### src/rtl/spi_flash_responder.sv
// SPI/QSPI read-only flash emulator; sclk/cs_n/dq oversampled in clk, memory read is 1-clk latency.
// Outputs follow the synchronised sclk by about 3 clk; no backpressure, image memory must answer every mem_rd.
module spi_flash_responder #(
    parameter int          ADDR_WIDTH = 24,
    parameter logic [23:0] JEDEC_ID   = 24'hEF4018,
    parameter logic [7:0]  STATUS     = 8'h00,
    parameter int          DUMMY_CLKS = 8
) (
    input  logic                  clk,
    input  logic                  rst,
    input  logic                  sclk,
    input  logic                  cs_n,
    input  logic [3:0]            qdi,
    output logic [3:0]            qdo,
    output logic [3:0]            oe,
    output logic [ADDR_WIDTH-1:0] mem_addr,
    output logic                  mem_rd,
    input  logic [7:0]            mem_data,
    output logic                  busy
);
    typedef enum logic [3:0] {IDLE, CMD, ADDR, DUMMY, DATA1, DATA4, ID, STAT, IGNORE} state_t;

    localparam logic [7:0] ADDR_LAST  = 8'(ADDR_WIDTH - 1);
    localparam logic [7:0] DUMMY_LAST = 8'(DUMMY_CLKS - 1);

    state_t                state, state_nxt;
    logic [1:0]            sclk_sy, cs_sy;
    logic [3:0]            qdi_m, qdi_s;
    logic                  sclk_d, sclk_s, cs_s, rise, fall;
    logic                  armed, drv, rd_pend, out_state, last_rise;
    logic [7:0]            cnt, cmd, mbuf, out_sr, src;
    logic [2:0]            ocnt, olast;
    logic [1:0]            id_idx;
    logic [ADDR_WIDTH-1:0] sh, sh_nxt;
    logic                  unused_qdi;

    assign sclk_s     = sclk_sy[1];
    assign cs_s       = cs_sy[1];
    assign rise       = sclk_s & ~sclk_d;
    assign fall       = ~sclk_s & sclk_d;
    assign sh_nxt     = {sh[ADDR_WIDTH-2:0], qdi_s[0]};
    assign unused_qdi = ^qdi_s[3:1];
    assign out_state  = (state == DATA1) || (state == DATA4) || (state == ID) || (state == STAT);
    assign olast      = (state == DATA4) ? 3'd1 : 3'd7;
    assign busy       = (state != IDLE);

    // cs_n synchroniser resets to "low" so a select already active at reset release is not mistaken for a new one
    always_ff @(posedge clk or posedge rst) begin
        if (rst) begin
            sclk_sy <= 2'b00;
            cs_sy   <= 2'b00;
            qdi_m   <= 4'h0;
            qdi_s   <= 4'h0;
            sclk_d  <= 1'b0;
        end else begin
            sclk_sy <= {sclk_sy[0], sclk};
            cs_sy   <= {cs_sy[0], cs_n};
            qdi_m   <= qdi;
            qdi_s   <= qdi_m;
            sclk_d  <= sclk_s;
        end
    end

    always_ff @(posedge clk or posedge rst) begin
        if (rst) state <= IDLE;
        else     state <= state_nxt;
    end

    always_comb begin
        state_nxt = state;
        last_rise = 1'b0;
        if (cs_s) begin
            state_nxt = IDLE;
        end else begin
            case (state)
                IDLE: if (armed) state_nxt = CMD;
                CMD: if (rise && cnt == 8'd7) begin
                    last_rise = 1'b1;
                    case (sh_nxt[7:0])
                        8'h03, 8'h0B, 8'h6B: state_nxt = ADDR;
                        8'h9F:               state_nxt = ID;
                        8'h05:               state_nxt = STAT;
                        default:             state_nxt = IGNORE;
                    endcase
                end
                ADDR: if (rise && cnt == ADDR_LAST) begin
                    last_rise = 1'b1;
                    state_nxt = (cmd == 8'h03) ? DATA1 : DUMMY;
                end
                DUMMY: if (rise && cnt == DUMMY_LAST) begin
                    last_rise = 1'b1;
                    state_nxt = (cmd == 8'h6B) ? DATA4 : DATA1;
                end
                default: ;
            endcase
        end
    end

    always_comb begin
        src = 8'h00;
        case (state)
            DATA1, DATA4: src = mbuf;
            STAT:         src = STATUS;
            ID: case (id_idx)
                2'd0:    src = JEDEC_ID[23:16];
                2'd1:    src = JEDEC_ID[15:8];
                2'd2:    src = JEDEC_ID[7:0];
                default: src = 8'hFF;
            endcase
            default: ;
        endcase
    end

    always_ff @(posedge clk or posedge rst) begin
        if (rst) begin
            armed    <= 1'b0;
            cnt      <= 8'h00;
            sh       <= '0;
            cmd      <= 8'h00;
            mem_addr <= '0;
            mem_rd   <= 1'b0;
            rd_pend  <= 1'b0;
            mbuf     <= 8'h00;
            out_sr   <= 8'h00;
            ocnt     <= 3'd0;
            drv      <= 1'b0;
            id_idx   <= 2'd0;
        end else begin
            mem_rd  <= 1'b0;
            rd_pend <= mem_rd;
            if (rd_pend) mbuf <= mem_data;
            if (cs_s) armed <= 1'b1;
            if (state_nxt != state) cnt <= 8'h00;
            else if (rise)          cnt <= cnt + 8'd1;
            if (rise) sh <= sh_nxt;
            if (last_rise && state == CMD) cmd <= sh_nxt[7:0];
            if (last_rise && state == ADDR) begin
                mem_addr <= sh_nxt;
                mem_rd   <= (cmd == 8'h03);
            end
            // dummy-cycle commands fetch their first byte as the dummy phase ends
            if (last_rise && state == DUMMY) mem_rd <= 1'b1;
            if (cs_s) begin
                drv    <= 1'b0;
                ocnt   <= 3'd0;
                id_idx <= 2'd0;
            end else if (fall && out_state) begin
                drv  <= 1'b1;
                ocnt <= (ocnt == olast) ? 3'd0 : ocnt + 3'd1;
                if (ocnt == 3'd0) begin
                    out_sr <= src;
                    if (state == DATA1 || state == DATA4) begin
                        mem_addr <= mem_addr + 1'b1;
                        mem_rd   <= 1'b1;
                    end
                    if (state == ID && id_idx != 2'd3) id_idx <= id_idx + 2'd1;
                end else begin
                    out_sr <= (state == DATA4) ? {out_sr[3:0], 4'h0} : {out_sr[6:0], 1'b0};
                end
            end
        end
    end

    always_comb begin
        qdo = 4'h0;
        oe  = 4'h0;
        if (drv) begin
            case (state)
                DATA4: begin
                    oe  = 4'hF;
                    qdo = out_sr[7:4];
                end
                DATA1, ID, STAT: begin
                    oe  = 4'b0010;
                    qdo = {2'b00, out_sr[7], 1'b0};
                end
                default: ;
            endcase
        end
    end
endmodule

### config.mk
export PLATFORM = sky130hd
export DESIGN_NAME = spi_flash_responder
export DESIGN_NICKNAME = d
export VERILOG_FILES = /design/src/rtl/spi_flash_responder.sv
export SDC_FILE = /design/constraint.sdc
export NUM_CORES = 1
export LEC_CHECK = 0
export ABC_CLOCK_PERIOD_IN_PS = 4440
export CORE_MARGIN = 1.5
export CORE_UTILIZATION = 30
export DETAILED_ROUTE_END_ITERATION = 7
export PLACE_DENSITY = 0.55
export SLEW_MARGIN = 20
export SYNTH_ARGS = -nofsm -noshare
export SYNTH_HDL_FRONTEND = slang
export SYNTH_SLANG_ARGS = --single-unit
### constraint.sdc
create_clock -name clk -period 4.44 [get_ports clk]
set_input_delay 0.888 -clock clk [delete_from_list [all_inputs] [get_ports clk]]
set_output_delay 0.888 -clock clk [all_outputs]
set_load 0.02 [all_outputs]
Word level (Yosys, flattened, before mapping)
Cells that the tools add are included.
{"block": "word_totals", "wordCells": 116, "input_bits": 16, "regBits": 99}
{"block": "classes", "n_reduce_logical": 24, "muxes": 44, "n_bitwise": 5, "n_eq_ne": 21, "n_addsub": 4}
{"cell": "2-to-1 mux 24 bit", "n": 5}
{"cell": "2-to-1 mux 8 bit", "n": 4}
{"cell": "2-to-1 mux 4 bit", "n": 7}
{"cell": "adder 24 x 1 -> 24 bit, second input constant", "n": 1}
{"cell": "case mux 8 bit (3 select lines)", "n": 1}
{"cell": "== test 4 x 3 -> 1 bit, second input constant", "n": 4}
{"cell": "== test 8 x 2 -> 1 bit, second input constant", "n": 2}
{"cell": "== test 8 x 3 -> 1 bit, second input constant", "n": 2}
{"cell": "== test 8 x 7 -> 1 bit, second input constant", "n": 2}
{"cell": "case mux 4 bit (2 select lines)", "n": 2}
{"cell": "case mux 4 bit (4 select lines)", "n": 1}
{"cell": "case mux 8 bit (2 select lines)", "n": 1}
{"cell": "2-to-1 mux 3 bit", "n": 5}
{"cell": "2-to-1 mux 1 bit", "n": 12}
{"cell": "case mux 4 bit (3 select lines)", "n": 1}
{"cell": "adder 8 x 1 -> 8 bit, second input constant", "n": 1}
{"cell": "== test 4 x 2 -> 1 bit, second input constant", "n": 2}
{"cell": "== test 8 x 4 -> 1 bit, second input constant", "n": 1}
{"cell": "== test 8 x 5 -> 1 bit, second input constant", "n": 1}
{"cell": "== test 8 bit, second input constant", "n": 1}
{"cell": "2-to-1 mux 2 bit", "n": 4}
{"cell": "nonzero test 2 bit", "n": 4}
{"cell": "logical AND 1 bit", "n": 7}
{"cell": "OR reduction 3 bit", "n": 2}
{"cell": "other kinds (19)", "n": 25}

Depth between registers and ports, before layout
{"block": "logic_depth", "word_depth": 13, "depth_mapped": 9, "mapped_depth_nobuf": 7}

Worst setup path after synthesis
OpenSTA, ideal clock, no wires.
{"block": "synth_path", "kind": "flip-flop to output port", "start": "register state[2]", "end": "output qdo[0]", "stages_incl_launch_ff": 6, "required_time_ns": 3.552, "path_buffers": 1, "path_slack_ns": 1.871, "arrival_ns": 1.681, "cell_sequence": "dfrtp_1 > buf_1 > nor2b_1 > nand2_1 > nor2_1 > and2_1"}
{"block": "synth_via", "elab_chain_cells": 4}
{"item": "start: declaration", "line": "26", "source": "state_t state, state_nxt;"}
{"item": "start signal: assignment", "line": "66", "source": "else state <= state_nxt;"}
{"item": "== test 4 x 3 -> 1 bit", "line": "168", "source": "case (state)"}
{"item": "OR reduction 3 bit", "line": "168"}
{"item": "case mux 4 bit (2 select lines) (*)", "line": "168"}
{"item": "2-to-1 mux 4 bit (*)", "line": "167", "source": "if (drv) begin"}
{"item": "end: declaration", "line": "14", "source": "output logic [3:0] qdo,"}
Every way passes the cells marked *; elsewhere a longest branch is shown, timed or not.

Final worst setup path
{"block": "layout_path", "start": "register state[1]", "end": "output qdo[0]"}
The elaborated chain is that of the path after synthesis.

==> impl_metrics.ini <==
[clock_tree]
cts_resized = 0
clkLatencyLatePin_ns = 0.35
htreeDepth = 3
cts_root_buffer = clkbuf_16
postCtsHoldBufs = 0
cts_tree = yes
clock_sinks = 99
clk_path_buf_depth = 2
clkTransAtPathRegs_ns = 0.07
cts_made_buffers = 9
postCtsSetupRepairBufs = 0

[drt]
drt_iter0_drc = 262
finalWirelength_mm = 12.01
firstDrtPassIters = 4
routed_via_density = 5.264
post-route-drc-count = 0
wl_per_cell_um = 16.12
ant_nets = 0
vias = 3922

[setup_path]
cp-end-kind = primary output
crit_end = qdo[0]
crit_buf_inv = 1
path_class = flip-flop to primary output
reg2reg_setup_slack_ns = 1.81
slowest_delay_ns = 0.59
worstSetupStartpointType = flip-flop
crit_fanout = 20
r2r_cells = 7
rr_endpoint = mem_addr[3]$_DFF_PP0_
cp_cell_sequence = nand2b_1 -> nor2_1 -> and2_1 -> clkdlybuf4s50_1
r2r_start = ocnt[0]$_DFFE_PP0P_
cp.depth = 4
crit_slowest_cell = dfrtp_1
cp.arrival_ns = 2.37
crit_start = state[1]$_DFF_PP0_
cp.required_ns = 3.55
critPathTopFamily = simple AND/OR/NAND/NOR gates

[logic_synthesis]
synth_fp_nets = 506
synth_top_area_cell = dfrtp_1
synth_edf_count = 0
async_reset_ff_share_pct = 100.0
synth_area_um2 = 5044
ys_types = 62
netlist.area_leader.share_pct = 49.12
syn_area_per_cell_um2 = 10.44
synth.most_common_cell = dfrtp_1
ys_warn_count = 0
synth_common_cells = 99 x dfrtp_1, 40 x mux2_2, 39 x nor2_1, 36 x nand2_1, 25 x a21oi_1
syn_inst = 483
yosys-top-cells-area = dfrtp_1 49%, mux2_2 8.9%, nor2_1 2.9%, nand2_1 2.7%, a21oi_1 2.5%
ys_seq_elements = 99
ys_seq_area_share_pct = 49.12
synth_ff_type = dfrtp_1

[timing]
fmax_mhz = 307.0
fin_skew_ns = 0.01087
timing.final.crit_period_ns = 3.257
layout_setup_ws_ns = 1.183
slew_headroom_pct = 52.20
setup-tns-final_ns = 0
slew_viol_final = 0
hold_violations = 0
rsz0062_at_grt = false
setup_violations = 0
post-route-period-util_pct = 73.35
tightest_slew_ns = 0.7170

[power]
ir_drop_v = 0.0001690
leakagePower_uw = 0.002521
power_density_nw_per_um2 = 328.6

[final_layout]
nets = 543
area_growth_pct = 18.98
antenna_cells = 0
drive_gt1_share_pct = 15.05

[flow_run]
drv_cap = 0

[place]
port_buffers = 46
dp_hpwl_mm = 8.322
place_ws_ns = 1.523
gp_congestion = 0.7612

[min_path]
hold_path_class = flip-flop to flip-flop

[global_route]
grt_overflow = 0
antenna_found_initial = 0
grt_pass1_vias = 3896
grt_max_degree = 80
grt_pass1_wl_mm = 20.37
grt_use_total_pct = 14.40

[floorplanning]
chipHeight_um = 132.7
rows = 47
core_area_um2 = 16520
start_util_pct = 30.52
floorplan.die.width_um = 132.7
ioPinCount = 50
die_area_um2 = 17600

[run_status]
outcome = finished, final reports clean
==> power breakdown <==
group / switching (uW) / total (uW) / internal [uW]
logic: 60.0 / 146 / 86.4
clock network: 362 / 765 / 403
registers: 89.4 / 1060 / 971
total: 511 / 1970 / 1460
==> final cells by class <==
type	count	area [um2]
multi-input combinational	344	2395
clock inverter	5	43.79
inverter	13	53.80
sequential	99	2477
clock buffer	11	242.7
tap	220	275.3
fill	1651	10520
timing repair buffer	53	513.0
==> worst reg2reg max path: stages (launching register included) <==
cell and delay [ns]:
dfrtp_1 0.44, inv_1 0.09, ha_1 0.16, nor2b_1 0.53, nand4b_4 0.38, nand2_1 0.53
a21oi_1 0.12, a311oi_1 0.29
==> worst min path at each step <==
stage               cells after the start  slack [ns]                 end               start
floorplan                               0        0.33  cs_sy[1]$_DFF_PP0_  cs_sy[0]$_DFF_PP0_
global placement                        0        0.34  cs_sy[1]$_DFF_PP0_  cs_sy[0]$_DFF_PP0_
detailed placement                      0        0.34  qdi_s[0]$_DFF_PP0_  qdi_m[0]$_DFF_PP0_
CTS                                     0        0.35  qdi_s[0]$_DFF_PP0_  qdi_m[0]$_DFF_PP0_
global route                            0        0.37  cs_sy[1]$_DFF_PP0_  cs_sy[0]$_DFF_PP0_
finish                                  0        0.35  cs_sy[1]$_DFF_PP0_  cs_sy[0]$_DFF_PP0_
==> registers in the layout (all words and copies together) (netlist names) <==
| name | flops |
|---|---|
| id_idx | 2 |
| rd_pend | 1 |
| drv | 1 |
| mem_rd | 1 |
| sh | 23 |
| armed | 1 |
| sclk_d | 1 |
| mbuf | 8 |
| sclk_sy | 2 |
| cnt | 8 |
| state | 4 |
| qdi_m | 1 |
| out_sr | 8 |
| mem_addr | 24 |
| qdi_s | 1 |
| ocnt | 3 |
| cs_sy | 2 |
| cmd | 8 |
==> placed cells by master, fill, tap and decap left out, types with 8 or more instances in the layout <==
| master | n |
|---|---|
| clkdlybuf4s50_1 | 46 |
| dfrtp_1 | 99 |
| nand2_1 | 36 |
| a211oi_1 | 10 |
| inv_1 | 12 |
| nor3_1 | 20 |
| mux2i_1 | 10 |
| a21oi_1 | 25 |
| o21ai_0 | 16 |
| nand3_1 | 14 |
| nor2_1 | 39 |
| clkbuf_16 | 9 |
| and3_1 | 8 |
| nand4_1 | 9 |
| mux2_2 | 40 |
==> cells by family after synthesis <==
group | after synthesis | share of synthesized area (%)
xor+xnor | 10 | 1.736
flops | 99 | 49.12
mux | 50 | 10.92
compound gates | 92 | 11.96
fa+ha+maj | 7 | 1.736
simple gates | 185 | 21.09
buf+inv | 40 | 3.448
==> through the flow <==
| stage | utilization, % | total power [uW] | instances | instance area [um2] | hold WS, ns |
|---|---|---|---|---|---|
| after floorplan | - | 1156 | 483 | 5044 | 0.3312 |
| final | 36.31 | 1972 | 745 | 6001 | 0.3521 |
| after detailed placement | 34.57 | 1225 | 729 | 5712 | 0.3371 |
| after CTS | 36.30 | 1996 | 745 | 5998 | 0.3537 |
| after global placement | 34.57 | 1217 | 729 | 5712 | 0.3401 |
| after global routing | 36.31 | 2066 | 745 | 6001 | 0.3698 |
==> metal layers <==
metal | global-route usage (%) | vias to the layer above | routed length, um
li1 | - | 1851 | -
met1 | 19.86 | 1983 | 5704
met2 | 22.54 | 77 | 5737
met3 | 2.912 | 11 | 417
met4 | 5.006 | 0 | 148
met5 | 0 | - | 0
Power figures use the tool's default switching activity.
